## src/rtl/icache.sv

```systemverilog
// Direct-mapped instruction cache: 1-cycle hits, word-by-word line refill, and support for
// 32-bit instructions that straddle two words or two lines (RVC aware).
module icache #(
   parameter int INDEX_BITS  = 4,
   parameter int OFFSET_BITS = 2
) (
   input  logic        clk_in,
   input  logic        rst_in,
   input  logic        rdy_in,
   input  logic        fetch_req,
   input  logic [31:0] fetch_pc,
   output logic        have_result,
   output logic [31:0] inst,
   output logic        mem_req,
   output logic [31:0] mem_addr,
   input  logic        mem_done,
   input  logic [31:0] mem_data
);
   localparam int LINES     = 1 << INDEX_BITS;
   localparam int WORDS     = 1 << OFFSET_BITS;
   localparam int TAG_BITS  = 30 - INDEX_BITS - OFFSET_BITS;
   localparam int BASE_BITS = 30 - OFFSET_BITS;
   localparam int SLOT_BITS = INDEX_BITS + OFFSET_BITS;
   localparam logic [OFFSET_BITS-1:0] CNT_ONE  = OFFSET_BITS'(1);
   localparam logic [OFFSET_BITS-1:0] CNT_LAST = OFFSET_BITS'(WORDS - 1);

   typedef enum logic [1:0] {IDLE = 2'd0, REFILL = 2'd1, CHECK = 2'd2} state_t;

   state_t                 state_r;
   logic [31:0]            data_r [LINES*WORDS];
   logic [TAG_BITS-1:0]    tag_r [LINES];
   logic [LINES-1:0]       valid_r;
   logic [31:1]            pc_r;
   logic                   lo_valid_r;
   logic [31:0]            lo_word_r;
   logic [BASE_BITS-1:0]   refill_base_r;
   logic [OFFSET_BITS-1:0] cnt_r;

   logic [31:1]            pc_s;
   logic [29:0]            w0_s;
   logic [29:0]            w1_s;
   logic                   hit0_s;
   logic                   hit1_s;
   logic                   w0_ok_s;
   logic [31:0]            word0_s;
   logic [15:0]            word1_lo_s;
   logic [15:0]            lo16_s;
   logic [15:0]            hi16_s;
   logic                   need1_s;
   logic                   all_hit_s;
   logic [BASE_BITS-1:0]   miss_base_s;
   logic                   unused_s;

   assign unused_s = fetch_pc[0];

   // Lookup of the request (IDLE) or of the latched PC (CHECK); w0's word may come from the latch
   always_comb begin
      if (state_r == CHECK) begin
         pc_s = pc_r;
      end else begin
         pc_s = fetch_pc[31:1];
      end
      w0_s       = pc_s[31:2];
      w1_s       = w0_s + 30'd1;
      hit0_s     = valid_r[w0_s[SLOT_BITS-1 -: INDEX_BITS]] &&
                   (tag_r[w0_s[SLOT_BITS-1 -: INDEX_BITS]] == w0_s[29 -: TAG_BITS]);
      hit1_s     = valid_r[w1_s[SLOT_BITS-1 -: INDEX_BITS]] &&
                   (tag_r[w1_s[SLOT_BITS-1 -: INDEX_BITS]] == w1_s[29 -: TAG_BITS]);
      word1_lo_s = data_r[w1_s[SLOT_BITS-1:0]][15:0];
      if (lo_valid_r) begin
         word0_s = lo_word_r;
      end else begin
         word0_s = data_r[w0_s[SLOT_BITS-1:0]];
      end
      w0_ok_s = lo_valid_r || hit0_s;
      if (pc_s[1]) begin
         lo16_s = word0_s[31:16];
      end else begin
         lo16_s = word0_s[15:0];
      end
      need1_s = pc_s[1] && (lo16_s[1:0] == 2'b11);
      if (lo16_s[1:0] != 2'b11) begin
         hi16_s = 16'h0000;
      end else if (pc_s[1]) begin
         hi16_s = word1_lo_s;
      end else begin
         hi16_s = word0_s[31:16];
      end
      all_hit_s = w0_ok_s && (!need1_s || hit1_s);
      if (!w0_ok_s) begin
         miss_base_s = w0_s[29:OFFSET_BITS];
      end else begin
         miss_base_s = w1_s[29:OFFSET_BITS];
      end
   end

   // Control FSM, line storage and registered outputs
   always_ff @(posedge clk_in) begin
      if (rst_in) begin
         state_r       <= IDLE;
         valid_r       <= '0;
         have_result   <= 1'b0;
         inst          <= 32'h0000_0000;
         mem_req       <= 1'b0;
         mem_addr      <= 32'h0000_0000;
         pc_r          <= 31'h0000_0000;
         lo_valid_r    <= 1'b0;
         lo_word_r     <= 32'h0000_0000;
         refill_base_r <= '0;
         cnt_r         <= '0;
      end else if (rdy_in) begin
         have_result <= 1'b0;
         case (state_r)
            IDLE, CHECK: begin
               if (state_r == CHECK || fetch_req) begin
                  if (all_hit_s) begin
                     have_result <= 1'b1;
                     inst        <= {hi16_s, lo16_s};
                     lo_valid_r  <= 1'b0;
                     state_r     <= IDLE;
                  end else begin
                     // w0's word is kept aside so w1's refill may safely evict its line
                     pc_r          <= pc_s;
                     lo_valid_r    <= w0_ok_s;
                     lo_word_r     <= word0_s;
                     refill_base_r <= miss_base_s;
                     cnt_r         <= '0;
                     mem_req       <= 1'b1;
                     mem_addr      <= {miss_base_s, {OFFSET_BITS{1'b0}}, 2'b00};
                     state_r       <= REFILL;
                  end
               end
            end
            REFILL: begin
               if (mem_req) begin
                  if (mem_done) begin
                     data_r[{refill_base_r[INDEX_BITS-1:0], cnt_r}] <= mem_data;
                     mem_req <= 1'b0;
                     if (cnt_r == CNT_LAST) begin
                        tag_r[refill_base_r[INDEX_BITS-1:0]]   <= refill_base_r[BASE_BITS-1 -: TAG_BITS];
                        valid_r[refill_base_r[INDEX_BITS-1:0]] <= 1'b1;
                        state_r <= CHECK;
                     end else begin
                        cnt_r <= cnt_r + CNT_ONE;
                     end
                  end
               end else begin
                  mem_req  <= 1'b1;
                  mem_addr <= {refill_base_r, cnt_r, 2'b00};
               end
            end
            default: begin
               state_r <= IDLE;
               mem_req <= 1'b0;
            end
         endcase
      end
   end
endmodule

```

## config.mk

```make
export PLATFORM = sky130hd
export DESIGN_NAME = icache
export DESIGN_NICKNAME = d
export VERILOG_FILES = /design/src/rtl/icache.sv
export SDC_FILE = /design/constraint.sdc
export NUM_CORES = 2
export LEC_CHECK = 0
export CORE_ASPECT_RATIO = 0.75
export CORE_UTILIZATION = 35
export CTS_CLUSTER_DIAMETER = 40
export CTS_CLUSTER_SIZE = 40
export DETAILED_ROUTE_END_ITERATION = 12
export PLACE_DENSITY = 0.48
export SLEW_MARGIN = 40
export SYNTH_ARGS = -nofsm -noshare
export SYNTH_HDL_FRONTEND = slang
export SYNTH_SLANG_ARGS = --single-unit
```

## constraint.sdc

```tcl
create_clock -name clk_in -period 19 [get_ports clk_in]
set_input_delay 1.9 -clock clk_in [delete_from_list [all_inputs] [get_ports clk_in]]
set_output_delay 1.9 -clock clk_in [all_outputs]
set_load 0.03 [all_outputs]
```

==> impl_metrics.tcl <==
set metrics [dict create \
    fin_crit_sh 0.574 \
    grt_pass1_wl_mm 630 \
    p_per_area_nw_per_um2 105 \
    die_area_um2 340000 \
    ys.flop_type "edfxtp_1" \
    synth-edff-count 2432 \
    antenna_left 0 \
    yosysMostFrequentCell "nand2_1" \
    setup_viol 0 \
    ys_top_cells_by_area "edfxtp_1 (62%), nand2_1 (8.3%), mux4_2 (6.5%)" \
    rows 184 \
    worstSetupPathType "input port to flop" \
    regToRegSetupSlack_ns 8.31 \
    first_pass_iters 9 \
    ys_ff_latch 2608 \
    tightest_slew_ns 1.06 \
    drive_gt1_frac 0.155 \
    ios 135 \
    grt_setup_unrepaired "false" \
    fin_skew_ns 0.0577 \
    grt_pass1_vias 81201 \
    max-clock-path-buffers 4 \
    cts.sinks 2608 \
    ys_types 95 \
    die-width_um 673 \
    syn_to_final_growth_pct 16.9 \
    min_to "have_result" \
    die-height_um 505 \
    crit_start "fetch_pc[3]" \
    finalCriticalPeriod_ns 10.90 \
    synth_largest_area_cell "edfxtp_1" \
    end_kind "flop" \
    async_flop_share 0 \
    maxSlewViolCount 0 \
    syn_avg_cell_area_um2 12.3 \
    place.port_buffers 131 \
    r2r_cells 22 \
    tritoncts "built" \
    grt_usage 0.259 \
    crit_arrival_ns 11.70 \
    core_area_um2 335000 \
    status "complete, no violations" \
    synth_top_area_frac 0.618 \
    postRouteWirelength_mm 453 \
    cts_made_buffers 362 \
    gp_congestion 0.915 \
    ctsResizeCount 0 \
    wl_per_cell_um 31.4 \
    synthTopCellsByCount "nand2_1 (2621), edfxtp_1 (2432), nand3_1 (1111), clkbuf_1 (386), a311oi_1 (370)" \
    maxCapViolCount 0 \
    worstReg2RegEnd "mem_addr[12]" \
    antenna_found_initial 41 \
    postCtsHoldBufs 0 \
    netlist_area_um2 118000 \
    hold_depth 2 \
    fin_nets 9713 \
    syn_inst 9567 \
    cts-root-buf "clkbuf_16" \
    hold_start "have_result" \
    finalHoldViolCount 0 \
    p_leak_nw 47.1 \
    fmax_mhz 91.8 \
    relSlewSlack 0.291 \
    start_kind "input port" \
    num_vias 86026 \
    dp_hpwl_mm 259 \
    drc 0 \
    initialDrtViolationCount 11872 \
    tns_ns 0 \
    cts.clk_slew.worst_paths_ns 0.06 \
    htree_levels 5 \
    gr-total-overflow 0 \
    initial_utilization 0.352 \
    cts_setup_buffers 0 \
    ir_worst_vdd_uv 68.9 \
    hold_class "flop to flop" \
    clk_latency_ns 0.93 \
    yosysSeqAreaShare 0.648 \
    crit_path_max_fanout 90 \
    fillerInstances 30899 \
    critPathRequiredTime_ns 19.81 \
    final_util 0.412 \
    grt_max_degree 151 \
    yosysWarnings 0 \
    viasPerCell 5.97 \
    r2r_start "state_r[1]" \
]
-- sequential cells by signal, summed over array words and instances, names as in the netlist --
register and cells:
data_r 2048, tag_r 384, inst 32, lo_word_r 32, pc_r 31, mem_addr 30, refill_base_r 28, valid_r 16
cnt_r 2, state_r 2, have_result 1, lo_valid_r 1, mem_req 1
-- cell families (layout without fill, tap and decap cells) --
logic type	after synthesis	in the layout	synth area share
fa+ha+maj	2	2	0.000212
buf+inv	778	1148	0.0284
other cells	1	9	0.0000317
compound gates	1179	1179	0.0736
mux	565	565	0.0845
flops	2608	2608	0.648
simple gates	4357	4357	0.160
xor+xnor	77	77	0.00571
-- cells in the final DEF (no fill, tap or decap), drive strengths merged, types with 14 or more instances in the layout --
| cell type | netlist | routed |
|---|---|---|
| xnor2 | 50 | 50 |
| a311o | 16 | 16 |
| buf | 365 | 363 |
| a221oi | 25 | 25 |
| clkdlybuf4s50 | 0 | 98 |
| nand2b | 34 | 34 |
| a211oi | 64 | 64 |
| clkinvlp | 0 | 34 |
| nand2 | 2622 | 2622 |
| nor2 | 205 | 205 |
| bufinv | 0 | 41 |
| dfxtp | 176 | 176 |
| and3 | 199 | 199 |
| a31oi | 60 | 60 |
| a32oi | 25 | 25 |
| o31ai | 14 | 14 |
| o41ai | 18 | 18 |
| clkinv | 1 | 122 |
| nand4 | 15 | 15 |
| a21oi | 212 | 212 |
| mux2 | 24 | 24 |
| nor4 | 34 | 34 |
| edfxtp | 2432 | 2432 |
| clkbuf | 386 | 404 |
| a21o | 26 | 26 |
| or3 | 29 | 29 |
| a311oi | 370 | 370 |
| mux2i | 199 | 199 |
| xor2 | 27 | 27 |
| o211ai | 28 | 28 |
| a22o | 20 | 20 |
| a22oi | 22 | 22 |
| inv | 26 | 86 |
| a2111oi | 20 | 20 |
| nand3 | 1111 | 1111 |
| nor3 | 68 | 68 |
| o21ai | 157 | 157 |
| o22ai | 32 | 32 |
| mux4 | 342 | 342 |
-- stage by stage --
step | cells | hold slack, ns | cell area (um2) | power (mW) | setup WS [ns]
finish | 14409 | 0.466 | 138000 | 14.5 | 8.10
global route | 14405 | 0.487 | 138000 | 14.8 | 7.84
CTS | 14398 | 0.470 | 138000 | 14.5 | 8.12
detailed placement | 13738 | 0.463 | 126000 | 7.58 | 7.19
global placement | 13722 | 0.462 | 125000 | 7.56 | 6.87
floorplan | 9568 | 0.442 | 118000 | 7.06 | 10.58
-- routing by layer --
layer / GRT usage / up-vias / routed length, um
met5: 0.00183 / - / 148
met4: 0.0760 / 12 / 13600
met3: 0.0681 / 784 / 49900
met2: 0.371 / 4688 / 191000
met1: 0.382 / 44182 / 198000
li1: - / 36360 / -
-- power breakdown --
| group | switching [mW] | internal (mW) | total, mW |
|---|---|---|---|
| Clock | 2.75 | 4.22 | 6.97 |
| Combinational | 0.833 | 0.342 | 1.17 |
| Sequential | 0.0259 | 6.29 | 6.31 |
| Total | 3.61 | 10.9 | 14.5 |
-- how the worst max path moves through the flow --
stage               slack (ns)      endpoint  depth (start not counted)
finish                    8.10  mem_addr[12]                         20
global route              7.84  mem_addr[27]                         20
CTS                       8.12  mem_addr[12]                         19
detailed placement        7.19  mem_addr[29]                         19
global placement          6.87  mem_addr[28]                         19
floorplan                10.58  mem_addr[19]                         27
-- final cells by class --
type,instances,area [um2],area share
Clock inverter,256,2870,0.0208
Sequential cell,2608,76600,0.554
Multi-Input combinational cell,6182,39300,0.284
Inverter,27,116,0.000842
Tap cell,4464,5590,0.0404
Clock buffer,404,9520,0.0689
Timing Repair Buffer,461,4180,0.0303
Antenna cell,7,17.5,0.000127
-- worst max-delay path, stage by stage --
cell and delay (ns):
clkdlybuf4s50_1 0.70, a21oi_4 0.82, inv_8 0.36, ha_4 0.39
nand2b_1 0.21, a21o_1 0.42, nand2_8 0.67, buf_4 0.41
buf_16 0.27, mux4_2 0.56, a22oi_1 0.30, a21oi_1 0.11
or4_1 0.69, nor4_1 0.62, nand4_1 0.43, nor4_4 0.78
buf_4 0.73, buf_4 0.55, o21ai_4 0.28, a221oi_1 0.33
Power figures use the tool's default switching activity.
